$ cat config.mk
export PLATFORM = sky130hd
export DESIGN_NAME = alu_writeback_register
export DESIGN_NICKNAME = d
export VERILOG_FILES = /design/src/rtl/alu_writeback_register.sv
export SDC_FILE = /design/constraint.sdc
export NUM_CORES = 1
export LEC_CHECK = 0
export ABC_CLOCK_PERIOD_IN_PS = 2500
export CORE_AREA = 2 2 57 64
export CTS_CLUSTER_DIAMETER = 80
export CTS_CLUSTER_SIZE = 25
export DETAILED_ROUTE_END_ITERATION = 6
export DIE_AREA = 0 0 59 66
export DONT_BUFFER_PORTS = 1
export PLACE_DENSITY = 0.74
export RECOVER_POWER = 100
export SLEW_MARGIN = 10
export SYNTH_ARGS = -nofsm -noshare
export SYNTH_HDL_FRONTEND = slang
export SYNTH_SLANG_ARGS = --single-unit
export TNS_END_PERCENT = 5
$ cat constraint.sdc
create_clock -name clk_i -period 2.5 [get_ports clk_i]
set_input_delay 0.25 -clock clk_i [delete_from_list [all_inputs] [get_ports clk_i]]
set_output_delay 0.25 -clock clk_i [all_outputs]
set_load 0.02 [all_outputs]
$ cat src/rtl/alu_writeback_register.sv
// alu_writeback_register
//
// Writeback stage behind the DE1-SoC ALU wrapper. It holds the architectural
// destination and flag registers, which feed back into the ALU as InDest and
// InFlags. A debounced press on the commit key captures the ALU result and
// flags. A debounced press on the load key loads Dest from the switches and
// clears Flags.
//
// Ports
//   clk_i           system clock (CLOCK_50)
//   rst_ni          asynchronous active-low reset
//   commit_key_ni   raw active-low push button; a press commits ALU result/flags
//   load_key_ni     raw active-low push button; a press loads load_value_i
//   load_value_i    value written to Dest by a load press (switches)
//   alu_result_i    ALU OutDest; combinationally depends on dest_o
//   alu_flags_i     ALU OutFlags
//   dest_o          registered destination value
//   flags_o         registered flags
//   commit_pulse_o  high for the single cycle after each accepted action
//   busy_o          high whenever the debounce FSM is not idle
//
// DebounceCycles must be at least 1.

module alu_writeback_register #(
   parameter int unsigned DataWidth      = 4,
   parameter int unsigned FlagWidth      = 5,
   parameter int unsigned DebounceCycles = 500000
) (
   input  logic                 clk_i,
   input  logic                 rst_ni,
   input  logic                 commit_key_ni,
   input  logic                 load_key_ni,
   input  logic [DataWidth-1:0] load_value_i,
   input  logic [DataWidth-1:0] alu_result_i,
   input  logic [FlagWidth-1:0] alu_flags_i,
   output logic [DataWidth-1:0] dest_o,
   output logic [FlagWidth-1:0] flags_o,
   output logic                 commit_pulse_o,
   output logic                 busy_o
);

   localparam int unsigned CntWidth = $clog2(DebounceCycles + 1);
   localparam logic [CntWidth-1:0] CntLast = CntWidth'(DebounceCycles - 1);

   typedef enum logic [1:0] {
      StIdle,
      StPressDb,
      StHeld,
      StRelDb
   } state_e;

   typedef enum logic {
      PendCommit,
      PendLoad
   } pend_e;

   // Two-flop synchronisers; preset to 1 so reset looks like "key released".
   logic [1:0] commit_sync_q;
   logic [1:0] load_sync_q;

   always_ff @(posedge clk_i or negedge rst_ni) begin
      if (!rst_ni) begin
         commit_sync_q <= 2'b11;
         load_sync_q   <= 2'b11;
      end else begin
         commit_sync_q <= {commit_sync_q[0], commit_key_ni};
         load_sync_q   <= {load_sync_q[0], load_key_ni};
      end
   end

   logic s_commit;
   logic s_load;
   assign s_commit = commit_sync_q[1];
   assign s_load   = load_sync_q[1];

   state_e                state_q;
   pend_e                 pending_q;
   logic [CntWidth-1:0]   cnt_q;
   logic [DataWidth-1:0]  dest_q;
   logic [FlagWidth-1:0]  flags_q;
   logic                  commit_pulse_q;
   logic                  busy_q;
   // A key is armed once seen released. Any key seen low while busy is disarmed,
   // so a key held across another key's action cannot fire until it is
   // released and pressed again.
   logic                  commit_armed_q;
   logic                  load_armed_q;

   logic pend_key;
   assign pend_key = (pending_q == PendLoad) ? s_load : s_commit;

   always_ff @(posedge clk_i or negedge rst_ni) begin
      if (!rst_ni) begin
         state_q        <= StIdle;
         pending_q      <= PendCommit;
         cnt_q          <= '0;
         dest_q         <= '0;
         flags_q        <= '0;
         commit_pulse_q <= 1'b0;
         busy_q         <= 1'b0;
         commit_armed_q <= 1'b1;
         load_armed_q   <= 1'b1;
      end else begin
         commit_pulse_q <= 1'b0;
         commit_armed_q <= s_commit | (commit_armed_q & (state_q == StIdle));
         load_armed_q   <= s_load | (load_armed_q & (state_q == StIdle));

         unique case (state_q)
            StIdle: begin
               // Commit wins when both keys go low together.
               if (!s_commit && commit_armed_q) begin
                  pending_q <= PendCommit;
                  cnt_q     <= '0;
                  state_q   <= StPressDb;
                  busy_q    <= 1'b1;
               end else if (!s_load && load_armed_q) begin
                  pending_q <= PendLoad;
                  cnt_q     <= '0;
                  state_q   <= StPressDb;
                  busy_q    <= 1'b1;
               end
            end

            StPressDb: begin
               if (pend_key) begin
                  // Released before the press was stable: glitch, no action.
                  cnt_q   <= '0;
                  state_q <= StIdle;
                  busy_q  <= 1'b0;
               end else if (cnt_q == CntLast) begin
                  if (pending_q == PendLoad) begin
                     dest_q  <= load_value_i;
                     flags_q <= '0;
                  end else begin
                     dest_q  <= alu_result_i;
                     flags_q <= alu_flags_i;
                  end
                  commit_pulse_q <= 1'b1;
                  state_q        <= StHeld;
               end else begin
                  cnt_q <= cnt_q + CntWidth'(1);
               end
            end

            StHeld: begin
               if (pend_key) begin
                  cnt_q   <= '0;
                  state_q <= StRelDb;
               end
            end

            StRelDb: begin
               if (!pend_key) begin
                  // Release bounced; wait for a clean release again.
                  state_q <= StHeld;
               end else if (cnt_q == CntLast) begin
                  state_q <= StIdle;
                  busy_q  <= 1'b0;
               end else begin
                  cnt_q <= cnt_q + CntWidth'(1);
               end
            end

            default: begin
               state_q <= StIdle;
               busy_q  <= 1'b0;
            end
         endcase
      end
   end

   assign dest_o         = dest_q;
   assign flags_o        = flags_q;
   assign commit_pulse_o = commit_pulse_q;
   assign busy_o         = busy_q;

endmodule

* Yosys cells after proc, flatten, opt, wreduce, memory -nomap -nowiden *
Index checks and enable logic that the tools add are counted.

word-level totals
  flip-flop bits (word level) = 39
  input bits = 17
  logic and storage cells = 68

cells by class
  add/sub/neg operators = 1
  eq/ne operators = 11
  mux-type cells = 28
  bitwise operators = 5
  reductions and logical operators = 12

operators by type and width
  cell                                                 number
  two-way mux 19 bit                                   6
  one-hot mux 19 bit (4 select lines)                  1
  adder 19 x 1 -> 19 bit, second input constant        1
  equality test 19 bit, second input constant          1
  two-way mux 2 bit                                    7
  two-way mux 1 bit                                    10
  != test 2 bit, second input constant                 4
  one-hot mux 2 bit (4 select lines)                   1
  != test 3 bit, second input constant                 2
  AND reduction 3 bit                                  2
  two-way mux 5 bit                                    1
  AND reduction 5 bit                                  1
  equality test 2 bit, second input constant           2
  two-way mux 4 bit                                    1
  AND reduction 4 bit                                  1
  != test 3 x 1 -> 1 bit, second input constant        1
  one-hot mux 1 bit (3 select lines)                   1
  nonzero test 3 bit                                   1
  AND 1 bit                                            2
  equality test 2 x 1 -> 1 bit, second input constant  1
  logical AND 1 bit                                    2
  logical NOT 1 bit                                    2
  logical NOT 2 bit                                    1
  OR 1 bit                                             2
  3 further kinds                                      3

* Depth between registers and ports, before layout *
Gate-level depths: netlist of run 1.

  depth in word-level cells = 5
  mapped depth = 7

* Least setup slack after synthesis of run 1 *
OpenSTA, ideal clock, no wires.

  kind = reg-to-reg
  start = register cnt_q[0]
  end = register flags_q[1], in the netlist flags_o[1]
  library setup time = 0.128 ns
  arrival = 1.701 ns
  path slack = 0.671 ns
  stages on the path, launching flop included = 7
  buffers on the path = 0
  clock period less this slack = 1.829 ns
  cells stage by stage = dfrtp_1 -> ha_1 -> and3_1 -> nand4_1 -> nor2_2 -> nand4_4 -> mux2_1

between the ends
  word-level cells in the longest chain between the ends = 2

ends and longest elaborated chain
  what                           RTL line  RTL
  start, declared                78        logic [CntWidth-1:0] cnt_q;
  start signal, assigned         141       cnt_q <= cnt_q + CntWidth'(1);
  start signal, assigned         160       cnt_q <= cnt_q + CntWidth'(1);
  equality test 19 bit           130       end else if (cnt_q == CntLast) begin
  AND reduction 3 bit (no line)  n/a
  end signal, assigned           136       flags_q <= alu_flags_i;
  end, declared                  80        logic [FlagWidth-1:0] flags_q;

Every way passes these cells.
A chain may end at the register's enable or synchronous reset.

* Worst setup path after layout of run 1 *
  start = register cnt_q[7]
  end = register flags_q[1], in the netlist flags_o[1]

Same word-level chain as after synthesis.

==> results.txt, run 1 <==
Routability-driven placement finished with a final weighted congestion of 0.8237. After synthesis the netlist holds a flip-flop and latch count of 39. The post-route netlist has 18.23% of its cells at a drive strength greater than 1.

The cell count after synthesis is 182, and the count of warnings emitted by yosys is 0. At the worst endpoint, the required time is 2730 ps. Measured along the x axis, the die boundary spans 59 um.

The proportion of netlist area held by the largest area contributor is 42.20%, and the max-slew headroom at the worst pin is -11.56%. The total standard cell area after synthesis was 1957 um2. After detailed placement, the total cell area comes to 2006 um2. After detailed routing, the number of vias per cell comes to 6.289. Share of flip-flops with an asynchronous set or reset after synthesis: 100.0%. Via count of the first global-routing pass: 1426. The largest fanout of any net on the critical path came out at 9. TritonCTS built the clock tree. Sorting the synthesized cells by area gives the leading types as sky130_fd_sc_hd__dfrtp_1, sky130_fd_sc_hd__dfstp_2, sky130_fd_sc_hd__mux2_2, sky130_fd_sc_hd__xor2_1, sky130_fd_sc_hd__nor2_1.

The total power was 1.623 mW; the max-slew violation count was 40. The routed wirelength normalized by instance count works out to 16.34 um. The checks that failed: max-capacitance violations, max-slew violations. The run finished, with violations left. sky130_fd_sc_hd__dfrtp_1 takes more of the synthesized area than any other cell. Root buffer cell: sky130_fd_sc_hd__clkbuf_4. For this run the aggregate overflow at the end of global routing stands at 0. The critical path is of the reg -> reg type. Class of the most critical hold timing path: in -> reg. The routed design could run at a clock period as short as 2208 ps. The number of nets in the layout was 209; the maximum level of the CTS H-tree was 2. Yosys mapped a number of flops with a built-in enable equal to 0. The tools report the initial antenna violation count as 0.

The tools report the overall routed net length as 3726 um. The worst setup path is launched from a flop. Port buffering added 0 buffers.

After filler insertion, the fill cell instance count of the layout stands at 252. STA puts the critical path data arrival time at 2440 ps. The worst-margin pin slew is 1673 ps, and the final hold violation count is 0. Final standard cell area without fillers: 2128 um2. The post-route clock period utilization was 88.31%.

In this run, distinct cell masters in the synthesized netlist total 43. The die covers 3894 um2. The number of violations of the max-capacitance limit was 1; the clock input transition at the sequential cells of the worst setup and hold paths was 120 ps.

The tree built by TritonCTS fans out to 39 sinks. The wire length of the first global-routing pass was 6403 um; the clock network latency to the later pin of the worst-skew pair was 350 ps. In the routed design, unresolved DRC markers number 0. By instance count, the leading cell after synthesis is sky130_fd_sc_hd__dfrtp_1. The areal power density over the cells was 762.6 nW/um2; the standby leakage power was 0.8667 nW. The routed layout has 1434 vias. Buffers inserted during clock tree synthesis total 5.

Based on the critical path, the design can be clocked at up to 0.4530 GHz. The core region is 3248 um2. Counting every net in the synthesized netlist gives 200.

In this run the core area contains 22 standard-cell rows. The sum of negative setup slack is 0 ps, and the core occupancy in the finished layout is 65.52%. Type of destination of the critical path: a flop. The height of the die was 66 um. Antenna diode count: 0. Count of antenna-violating nets left after detailed routing: 0.

Once detailed placement completed, the half-perimeter wirelength came to 2576 um. The logs give 28 for the number of placed I/O pins and 0.4085 mV for the peak ir drop on the vdd network. The post-CTS repair timing setup buffer count was 0; the number of setup violations in the final report was 0.

The number of design-rule violations left by the first detailed-router iteration is 54, and the synthesized area divided by synthesized cell count is 10.75 um2. Relative to the synthesized area, the layout overhead comes to 8.760%. The prevailing post-synth register cell is sky130_fd_sc_hd__dfrtp_1.

Global routing used 21.72% of the available tracks across all layers. Sequential cells were found to cover 50.26% of the synthesized design area. The clock arrives with 10.98 ps of skew. The pre-antenna-repair detailed-routing pass consisted of 5 iterations. Setup repair after global routing left no endpoint under its margin. The run gives 2 as the buffer levels on the longest clock path. The maximum number of pins on one net before global-route repair was 40; the starting density of the core was 60.25%. By count the netlist is led by sky130_fd_sc_hd__dfrtp_1, sky130_fd_sc_hd__nor2_1, sky130_fd_sc_hd__mux2_2, sky130_fd_sc_hd__nand2_1.
-- power by group --
part           switching, mW  total (mW)  internal (mW)
Sequential            0.0938       0.790          0.696
Combinational          0.223       0.392          0.169
Clock                  0.205       0.441          0.236
-- cell usage in the layout (no fill, tap or decap), types with 2 or more instances in the layout --
master,netlist,layout
sky130_fd_sc_hd__dfrtp_1,33,33
sky130_fd_sc_hd__nor2_1,16,17
sky130_fd_sc_hd__mux2_2,12,12
sky130_fd_sc_hd__nand2_1,11,11
sky130_fd_sc_hd__nand4_1,9,9
sky130_fd_sc_hd__a21oi_1,9,9
sky130_fd_sc_hd__xor2_1,8,8
sky130_fd_sc_hd__nand3_1,7,7
sky130_fd_sc_hd__o21ai_0,6,6
sky130_fd_sc_hd__dfstp_2,6,6
sky130_fd_sc_hd__nor2b_1,5,5
sky130_fd_sc_hd__or3_1,5,5
sky130_fd_sc_hd__clkbuf_4,0,5
sky130_fd_sc_hd__o211ai_1,4,4
sky130_fd_sc_hd__a31oi_1,4,4
sky130_fd_sc_hd__a21o_1,3,3
sky130_fd_sc_hd__and3_1,3,3
sky130_fd_sc_hd__nand2b_1,3,3
sky130_fd_sc_hd__and2_1,3,3
sky130_fd_sc_hd__dlygate4sd3_1,0,3
sky130_fd_sc_hd__buf_4,0,3
sky130_fd_sc_hd__nor4b_2,2,2
sky130_fd_sc_hd__inv_1,2,2
sky130_fd_sc_hd__mux2_1,2,2
sky130_fd_sc_hd__o31ai_1,2,2
sky130_fd_sc_hd__or4_1,2,2
sky130_fd_sc_hd__nor4_1,2,2
-- metal layers --
metal  vias up  GRT usage (%)  wire length (um)  part of all wire (%)
met3         7          5.479               145                   3.9
met1       700          26.36              1611                    43
li1        692              -                 -                     -
met2        35          36.53              1911                    51
met4         0          8.523                58                   1.6
met5         -              0                 0                     0
-- worst paths after layout --
kind	start	to	slack, ps	cells past startpoint
setup / recovery	cnt_q[7]$_DFFE_PN0P_	flags_o[1]$_DFFE_PN0P_	290	5
hold / removal	alu_flags_i[2]	flags_o[2]$_DFFE_PN0P_	170	2
setup reg to reg	cnt_q[7]$_DFFE_PN0P_	flags_o[1]$_DFFE_PN0P_	290	5
hold reg to reg	commit_sync_q[0]$_DFF_PN1_	commit_sync_q[1]$_DFF_PN1_	350	0
max in group asynchronous	rst_ni	cnt_q[4]$_DFFE_PN0P_	550	2
min in group asynchronous	rst_ni	commit_pulse_o$_DFF_PN0_	980	2
-- stage by stage --
| stage | instances | worst slack [ps] | hold WS [ps] |
|---|---|---|---|
| 2_1_floorplan | 182 | 671.1 | -45.59 |
| 3_3_place_gp | 216 | 461.8 | -44.79 |
| 3_5_place_dp | 216 | 401.1 | -44.83 |
| 4_1_cts | 228 | 377.0 | 140.6 |
| 5_1_grt | 228 | 120.9 | 143.1 |
| 6_report | 228 | 292.3 | 168.2 |
-- final cells by class --
cell class	count	area (um2)	share of cell area, %
Multi-Input combinational cell	135	937.1	44.03
Inverter	2	7.507	0.3527
Tap cell	36	45.04	2.116
Timing Repair Buffer	8	68.82	3.233
Sequential cell	39	983.4	46.21
Clock inverter	2	35.03	1.646
Clock buffer	6	51.30	2.410
-- flip-flops by register name, indices dropped and copies added (netlist names), named ones only --
name	count
flags_o	5
dest_o	4
cnt_q	19
busy_o	1
commit_sync_q	2
commit_armed_q	1
load_armed_q	1
commit_pulse_o	1
load_sync_q	2
pending_q	1
state_q	1
-- worst max-delay path: stages (launching register included) --
cell and delay, ps:
sky130_fd_sc_hd__dfrtp_1 460, sky130_fd_sc_hd__nor4b_2 410, sky130_fd_sc_hd__nand4_1 250, sky130_fd_sc_hd__nor2_1 360
sky130_fd_sc_hd__nand4_4 230, sky130_fd_sc_hd__mux2_1 380
-- cell families after synthesis --
kind of cell | Yosys count | share of synthesized area [%]
AO/OA/AOI/OAI | 33 | 11.00
buffers and inverters | 8 | 1.726
adder cells (fa/ha/maj) | 1 | 0.6393
flip-flops | 39 | 50.26
AND/OR/NAND/NOR | 76 | 22.63
XOR/XNOR | 9 | 4.028
multiplexers | 16 | 9.719
-- timing repair --
item / CTS / global route
hold buffers: 4 / 0
resized for setup: 0 / 0
endpoints found under the hold margin: 41 / 0
Power figures use the tool's default switching activity.
==> inputs of run 2 (changes only) <==
--- a/config.mk
+++ b/config.mk
@@ -5,14 +5,16 @@
 export SDC_FILE = /design/constraint.sdc
 export NUM_CORES = 1
 export LEC_CHECK = 0
-export ABC_CLOCK_PERIOD_IN_PS = 2500
-export CORE_AREA = 2 2 57 64
+export ABC_AREA = 1
+export ABC_CLOCK_PERIOD_IN_PS = 2750
+export CAP_MARGIN = 10
+export CORE_AREA = 2 2 59 67
 export CTS_CLUSTER_DIAMETER = 80
 export CTS_CLUSTER_SIZE = 25
 export DETAILED_ROUTE_END_ITERATION = 6
-export DIE_AREA = 0 0 59 66
+export DIE_AREA = 0 0 61 69
 export DONT_BUFFER_PORTS = 1
-export PLACE_DENSITY = 0.74
+export PLACE_DENSITY = 0.75
 export RECOVER_POWER = 100
 export SLEW_MARGIN = 10
 export SYNTH_ARGS = -nofsm -noshare
==> constraint.sdc (replaced) <==
create_clock -name clk_i -period 2.75 [get_ports clk_i]
set_input_delay 0.275 -clock clk_i [delete_from_list [all_inputs] [get_ports clk_i]]
set_output_delay 0.275 -clock clk_i [all_outputs]
set_load 0.02 [all_outputs]
==> run 2 against run 1 <==
  * The flow now finishes without violations
  * Global-route usage increased by 1.8 points
  * Worst setup slack improved by 350 ps
  * Clock skew shrank 5.1 ps
  * Total power up 16%
  * Die area increased by 8.1%
  * Combinational power rose by 51%
  * Core utilization rose by 0.75 points
  * Routed wire length up 22%
  * Highest routed layer unchanged
==> results.txt, run 2 <==
The largest fanout of any net on the critical path is 18 (+9). The worst register-to-register path begins at cnt_q[1]$_DFFE_PN0P_. For the number of nets in the layout, the log shows 313 (+50%). The max-slew headroom at the worst pin came out at 38.30% (+50 points).

The multiplexer fraction of the synthesized cell area was 0% (-9.7 points). The logs give 261 um (+80%) for the met3 wire length and 28 (unchanged) for the number of placed I/O pins. Leaving out fill and tap cells, the most frequent cell in the layout is sky130_fd_sc_hd__nand2_1. The endpoint of the worst hold-timing path is flags_o[4]$_DFFE_PN0P_.

In this run the worst hold path is classified as in -> reg. The wire length on met1 was 1844 um (+14%). The core region area is 3540 um2 (+9.0%). The maximum level of the CTS H-tree was 2 (unchanged). Setup repair after global routing left no endpoint under its margin. The proportion of netlist area held by the largest area contributor was 38.04% (-4.2 points); the number of buffer cells added on primary ports was 0 (unchanged). For the wire length of the first global-routing pass, the log shows 7548 um (+18%). The tools report the type of destination of the critical path as a flop. The areal power density over the cells works out to 801.1 nW/um2 (+5.0%). The run gives 327 (+30%) as the final-layout fill cell count. Total cell area at the placement stage: 2198 um2 (+9.6%). The overall routed net length was 4528 um (+22%); the register-to-register setup slack was 640 ps (+350 ps).

Data required time of the worst path: 2940 ps (+210 ps). The number of iterations in the first detailed-routing pass is 4 (-1), and the number of enable-type register cells in the synthesized netlist is 0 (unchanged). The number of design-rule violations left by the first detailed-router iteration came out at 139 (+160%). The clock network latency to the later pin of the worst-skew pair is 290 ps (-60 ps), and the initial antenna violation count is 0 (unchanged).

The number of synthesized register bits is 39 (unchanged), and the via count of the first global-routing pass is 1745 (+22%). The leftover overflow at the end of global routing was 0 (unchanged); the number of vias after detailed routing was 1897 (+32%). The fraction of the mapped netlist area in adder cells was 0.5764% (-0.063 points); the xor/xnor share of the synthesized area was 1.210% (-2.8 points).

The number of violations of the max-capacitance limit was 0 (-1); the routed wirelength normalized by instance count was 13.09 um (-20%). The share of flip-flops with an asynchronous set or reset after synthesis works out to 100.0% (unchanged). Post-route clock period utilization: 76.81% (-11 points). The logs give 288 (+58%) for the cell count after synthesis and 2171 um2 (+11%) for the total standard cell area after synthesis.

The logs give 23.54% (+1.8 points) for the total global routing track utilization and 0 (unchanged) for the count of antenna-violating nets left after detailed routing. The flow ran to the end, and the final reports show no timing, DRC or antenna violations. The shortest period the worst path allows came out at 2112 ps (-95.30 ps).

The horizontal die dimension was 61 um (+3.4%); the number of setup violations in the final report was 0 (unchanged). The run gives 1.139 nW (+31%) as the standby leakage power. The worst reg2reg path depth was 5 (unchanged). Capture point of the worst reg-to-reg path: flags_o[3]$_DFFE_PN0P_. After synthesis, the largest family of logic cells by area is simple AND/OR/NAND/NOR gates. The critical path is of the reg -> reg type. Number of flip-flops under the largest register name: 19 (unchanged). Final hold violation count: 0 (unchanged).

The wire length on met2 is 2356 um (+23%). The number of nets produced by synthesis is 306 (+53%), and the sequential share of the synthesized area is 45.30% (-5.0 points). The tools report the max-slew violation count as 0 (-100%). The height of the die was 69 um (+4.5%); the half-perimeter wire length of the detailed placement result was 3223 um (+25%).

The worst-margin pin slew was 919.4 ps (-754.0 ps); the worst clock skew on the final layout was 5.855 ps (-5.124 ps). The compound-gate portion of the synthesized area works out to 8.876% (-2.1 points). The tools report the count of unique library cells instantiated by Yosys as 32 (-26%).

The post-CTS repair timing setup buffer count was 0 (unchanged). Maximum number of pins on one net before global-route repair: 40 (unchanged). In the synthesized netlist the dominant register cell turns out to be sky130_fd_sc_hd__dfrtp_1.

Area growth from synthesis to final layout: 8.069%. The count of warnings emitted by yosys came out at 0 (unchanged). The post-synthesis simple-gate area fraction is 35.22% (+13 points). The tools report the buffer levels on the longest clock path as 2 (unchanged).

TritonCTS built the clock tree. The number of cells on the worst hold path is 2 (unchanged), and the total number of clock tree sinks is 39 (unchanged). Detailed-route vias per instance: 5.483 (-13%). The starting density of the core was 61.33% (+1.1 points); the residual DRC count was 0 (unchanged). The run gives 2300 ps (-140 ps) as the endpoint arrival time on the critical path. The final standard cell area without fillers came out at 2346 um2 (+10%). The die footprint was 4209 um2 (+8.1%). STA classifies the critical path startpoint as a flop. Leaving out fill and tap cells, the most frequent cells in the layout are sky130_fd_sc_hd__nand2_1, sky130_fd_sc_hd__nor2_1, sky130_fd_sc_hd__inv_1, sky130_fd_sc_hd__dfrtp_1, sky130_fd_sc_hd__nand3_1.

The antenna diode count was 0 (unchanged); the peak ir drop on the vdd network was 0.5689 mV (+39%). The clock input transition at the sequential cells of the worst setup and hold paths came out at 80 ps (-40 ps). In the post-synthesis netlist, the cell with the most instances is sky130_fd_sc_hd__nand2_1.

The share of final-layout standard cells stronger than drive strength 1 is 10.14% (-8.1 points). The post-synthesis cell type with the largest combined area is sky130_fd_sc_hd__dfrtp_1. In the synthesized netlist, the cells that appear most often are sky130_fd_sc_hd__nand2_1, sky130_fd_sc_hd__nor2_1, sky130_fd_sc_hd__inv_1, sky130_fd_sc_hd__dfrtp_1, sky130_fd_sc_hd__nand3_1. The highest layer touched by signal routing is met4. CTS placed an instance of sky130_fd_sc_hd__clkbuf_8 at the clock tree root. The synthesized area divided by synthesized cell count was 7.538 um2 (-30%); the placement row count was 23 (+4.5%).

The logs give 0.8691 (+5.5%) for the global placement routability congestion and 0 ps (unchanged) for the sum of negative setup slack. Ranked by flip-flop count, first place goes to cnt_q. By area the synthesized netlist is led by sky130_fd_sc_hd__dfrtp_1, sky130_fd_sc_hd__nand2_1, sky130_fd_sc_hd__dfstp_2, sky130_fd_sc_hd__nor2_1, sky130_fd_sc_hd__inv_1. The number of CTS-inserted buffers was 5 (unchanged); the highest achievable clock rate was 0.4734 GHz (+4.5%). The tools report the worst hold path startpoint as alu_flags_i[4].
[run 2: what timing repair did]
action	in CTS	in global routing
resized for setup	0	0
hold buffers	4	0
hold endpoints to repair	41	0
[run 2: metrics by stage]
stage | worst slack [ps] | hold WS (ps) | util (%) | total power [mW] | cells
2_1_floorplan | 1150 | -20.59 | - | 1.244 | 288
6_report | 637.6 | 130.6 | 66.28 | 1.879 | 346
3_3_place_gp | 937.5 | -19.50 | 62.11 | 1.325 | 334
3_5_place_dp | 845.1 | -19.26 | 62.11 | 1.344 | 334
5_1_grt | 370.9 | 122.5 | 66.28 | 2.016 | 346
4_1_cts | 819.2 | 126.3 | 67.27 | 1.933 | 346
[run 2: cell type report]
type | count | area, um2 | share of cell area, %
flip-flops and latches | 39 | 983.4 | 41.92
multi-input cells | 206 | 960.9 | 40.96
inverters | 39 | 156.4 | 6.667
clock buffers | 6 | 72.57 | 3.093
well taps | 50 | 62.56 | 2.667
clock inverters | 2 | 60.06 | 2.560
repair buffers | 4 | 50.05 | 2.133
[run 2: worst max-delay path by stage]
stage / from / endpoint / slack [ps] / depth (start not counted)
2_1_floorplan: cnt_q[1]$_DFFE_PN0P_ / flop / 1150 / 9
3_3_place_gp: cnt_q[1]$_DFFE_PN0P_ / cnt_q[1]$_DFFE_PN0P_ / 940 / 7
3_5_place_dp: cnt_q[1]$_DFFE_PN0P_ / cnt_q[1]$_DFFE_PN0P_ / 850 / 7
4_1_cts: cnt_q[1]$_DFFE_PN0P_ / cnt_q[1]$_DFFE_PN0P_ / 820 / 7
5_1_grt: cnt_q[1]$_DFFE_PN0P_ / flags_o[3]$_DFFE_PN0P_ / 370 / 5
6_report: cnt_q[1]$_DFFE_PN0P_ / flags_o[3]$_DFFE_PN0P_ / 640 / 5
[run 2: critical path, cell delays in order, from the launching register on]
cell and delay (ps):
sky130_fd_sc_hd__dfrtp_1 390, sky130_fd_sc_hd__ha_1 310, sky130_fd_sc_hd__nand3_1 190, sky130_fd_sc_hd__nor2_1 210, sky130_fd_sc_hd__nand4_1 530, sky130_fd_sc_hd__o21ai_0 390
[run 2: logic make-up (layout without fill, tap and decap cells)]
| group | count (synthesis) | count (layout) |
|---|---|---|
| AOI/OAI and AO/OA | 31 | 31 |
| xor gates and xnor gates | 3 | 3 |
| and+or+nand+nor | 171 | 171 |
| DFF | 39 | 39 |
| buffers and inverters | 43 | 51 |
| adders and majority gates | 1 | 1 |
[run 2: per-layer routing]
layer / GRT usage [%] / vias to the layer above
li1: - / 929
met1: 28.47 / 902
met2: 40.62 / 59
met3: 4.878 / 7
met4: 7.246 / 0
met5: 0 / -
[run 2: power by group]
part           internal (mW)  switching, mW  total [mW]
clock                  0.363          0.204       0.567
sequential             0.642         0.0797       0.722
combinational          0.173          0.417       0.590
total                   1.18          0.701        1.88
==> inputs of run 3 (changes only) <==
--- a/config.mk
+++ b/config.mk
@@ -6,15 +6,15 @@
 export NUM_CORES = 1
 export LEC_CHECK = 0
 export ABC_AREA = 1
-export ABC_CLOCK_PERIOD_IN_PS = 2750
+export ABC_CLOCK_PERIOD_IN_PS = 1940
 export CAP_MARGIN = 10
-export CORE_AREA = 2 2 59 67
+export CORE_AREA = 2 2 62 70
 export CTS_CLUSTER_DIAMETER = 80
 export CTS_CLUSTER_SIZE = 25
 export DETAILED_ROUTE_END_ITERATION = 6
-export DIE_AREA = 0 0 61 69
+export DIE_AREA = 0 0 64 72
 export DONT_BUFFER_PORTS = 1
-export PLACE_DENSITY = 0.75
+export PLACE_DENSITY = 0.72
 export RECOVER_POWER = 100
 export SLEW_MARGIN = 10
 export SYNTH_ARGS = -nofsm -noshare
==> constraint.sdc (replaced) <==
create_clock -name clk_i -period 1.94 [get_ports clk_i]
set_input_delay 0.194 -clock clk_i [delete_from_list [all_inputs] [get_ports clk_i]]
set_output_delay 0.194 -clock clk_i [all_outputs]
set_load 0.02 [all_outputs]
==> run 3 against run 2 <==
  * Sequential cell count unchanged
  * Maximum frequency increased by 22%
  * Cell area increased by 2.2%
  * Clock power increased by 39%
  * Die area increased by 9.5%
  * First-iteration DRC count decreased by 27%
  * Final cell count increased by 1.4%
  * Highest routed layer unchanged
==> results.txt, run 3 (synthesis results as in run 2) <==
The worst setup path is launched from a flop. The half-perimeter wire length of the detailed placement result came out at 3130 um (-2.9%). The logs give 3874 um2 (+9.4%) for the core region area and 0 (unchanged) for the initial antenna violation count. The largest fanout of any net on the critical path works out to 10 (-8). The worst setup path is captured at a flop. The worst-margin pin slew was 939.4 ps (+20.02 ps); the clock input transition at the sequential cells of the worst setup and hold paths was 70 ps (about the same). The buffer levels on the longest clock path is 2 (unchanged).

The run gives 37.37% (-0.92 points) as the max-slew headroom at the worst pin. The register-to-register setup slack is 210 ps (-430 ps). Root buffer cell: sky130_fd_sc_hd__clkbuf_8. The tools report the maximum number of pins on one net before global-route repair as 40 (unchanged).

Leaving out fill and tap cells, the most frequent cells in the layout are sky130_fd_sc_hd__nand2_1, sky130_fd_sc_hd__nor2_1, sky130_fd_sc_hd__inv_1, sky130_fd_sc_hd__dfrtp_1, sky130_fd_sc_hd__nand3_1. The via count of the first global-routing pass was 1739 (-0.34%); the number of flip-flops under the largest register name was 19 (unchanged). The run gives 145.6 ps (-699.6 ps) as the pre-CTS worst setup slack. The routed wirelength normalized by instance count was 12.17 um (-7.0%). The dominant cell type by count on the critical path is sky130_fd_sc_hd__nand2_1. The count of placed standard cells in the final layout, fillers left out was 351 (+1.4%); the worst-case hold slack was 43.47 ps (-87.18 ps). The run gives 0 (unchanged) as the count of antenna-violating nets left after detailed routing. The max-slew violation count is 0 (unchanged), and the leftover overflow at the end of global routing is 0 (unchanged). The highest achievable clock rate was 0.5782 GHz (+22%); the wire length of the first global-routing pass was 7631 um (+1.1%). The run gives 210.6 ps (-427.0 ps) as the worst setup margin. For the endpoint arrival time on the critical path, the log shows 1900 ps (-400 ps).

The antenna diode count was 0 (unchanged); the residual DRC count was 0 (unchanged). The data required time of the worst path was 2110 ps (-830 ps). The number of setup violations in the final report was 0 (unchanged). The tools report the die footprint as 4608 um2 (+9.5%). The run finished with clean final reports. The logs give 21.43% (-2.1 points) for the total global routing track utilization and 2397 um2 (+2.2%) for the final standard cell area without fillers. The peak ir drop on the vdd network is 0.7509 mV (+32%), and the areal power density over the cells is 1110 nW/um2 (+39%). The logs give 339 (+1.5%) for the number of instances in the placed design and 2 (unchanged) for the maximum level of the CTS H-tree. The horizontal die dimension was 64 um (+4.9%). For the overall routed net length, the log shows 4272 um (-5.7%).

The largest register by flop count was cnt_q. The total cell area at the placement stage is 2223 um2 (+1.1%), and the starting density of the core is 56.04% (-5.3 points). The sum of negative setup slack was 0 ps (unchanged); the number of iterations in the first detailed-routing pass was 5 (+1). The tools report the standby leakage power as 1.167 nW (+2.5%).

The kind of cell adding the most delay to the critical path is flip-flops. Traced cell by cell, the critical path runs through inv_1 -> o21ai_2 -> inv_2 -> nand2_1 -> nand2_1 -> nor2_4 -> inv_6 -> o21ai_0 -> a21oi_1. Number of violations of the max-capacitance limit: 0 (unchanged). The post-route clock period utilization was 89.14% (+12 points); the detailed-route vias per instance was 5.234 (-4.5%). The run gives 102 (-27%) as the number of design-rule violations left by the first detailed-router iteration. The number of buffer cells added on primary ports was 0 (unchanged). The number of buffers and inverters on the critical path is 3 (+3), and the clock network latency to the later pin of the worst-skew pair is 290 ps (about the same). The class of the most critical setup path was reg -> reg. The share of final-layout standard cells stronger than drive strength 1 works out to 12.37% (+2.2 points). The height of the die came out at 72 um (+4.3%). Setup repair after global routing left no endpoint under its margin.

The global placement routability congestion came out at 0.8821 (+1.5%). TritonCTS built the clock tree. The placement row count was 24 (+4.3%).

The number of nets in the layout was 316 (+0.96%); the delay of the slowest cell on the worst path was 520 ps (about the same). For this design, the slowest cell found on the critical path is sky130_fd_sc_hd__dfstp_2. Final hold violation count: 0 (unchanged). The area growth from synthesis to final layout is 10.43%. For the number of CTS-inserted buffers, the log shows 5 (unchanged). Class of the most critical hold timing path: in -> reg.

The number of vias after detailed routing was 1837 (-3.2%). The tools report the total number of clock tree sinks as 39 (unchanged). The final-layout fill cell count was 333 (+1.8%); the number of placed I/O pins was 28 (unchanged). Shortest period the worst path allows: 1729 ps (-383.0 ps). The worst clock skew on the final layout is 8.741 ps (+2.886 ps). The library cell used most frequently in the layout, excluding fill and tap cells, is sky130_fd_sc_hd__nand2_1.
[run 3: report_power, final]
part	internal (mW)	switching [mW]
combinational	0.264	0.587
sequential	0.911	0.112
clock	0.514	0.272
[run 3: final cells by class]
class                           instances  area, um2  share of cell area, %
Tap cell                               52      65.06                  2.714
Timing Repair Buffer                    7      57.56                  2.401
Multi-Input combinational cell        206       1002                  41.81
Clock inverter                          2      60.06                  2.505
Inverter                               39      156.4                  6.524
Sequential cell                        39      983.4                  41.02
Clock buffer                            6      72.57                  3.027
[run 3: metal layers]
metal  wire length, um  track usage [%]  vias to the layer above
met3               189            4.341                        7
met2              2144            35.88                       42
met5                 0                0                        -
li1                  -                -                      931
met4                89            8.937                        0
met1              1849            27.18                      857
[run 3: per-stage QoR]
| step | util, % | total power [mW] |
|---|---|---|
| floorplan | - | 1.763 |
| global placement | 57.40 | 1.888 |
| detailed placement | 57.40 | 1.905 |
| CTS | 62.11 | 2.724 |
| global route | 61.89 | 2.865 |
| finish | 61.89 | 2.660 |
[run 3: worst paths after layout]
path,start,endpoint,cells past startpoint
worst max-delay path,commit_sync_q[1]$_DFF_PN1_,cnt_q[0]$_DFFE_PN0P_,9
worst min-delay path,alu_flags_i[3],flags_o[3]$_DFFE_PN0P_,2
worst max register to register,commit_sync_q[1]$_DFF_PN1_,cnt_q[0]$_DFFE_PN0P_,9
worst min register to register,commit_sync_q[0]$_DFF_PN1_,commit_sync_q[1]$_DFF_PN1_,0
max in group asynchronous,rst_ni,cnt_q[0]$_DFFE_PN0P_,2
min in group asynchronous,rst_ni,cnt_q[15]$_DFFE_PN0P_,2
[run 3: what timing repair did]
item                                    CTS  global route
endpoints found under the setup margin    0             3
endpoints found under the hold margin    41             0
setup buffers                             0             0
hold buffers                              4             0
gates resized for setup                   0             2
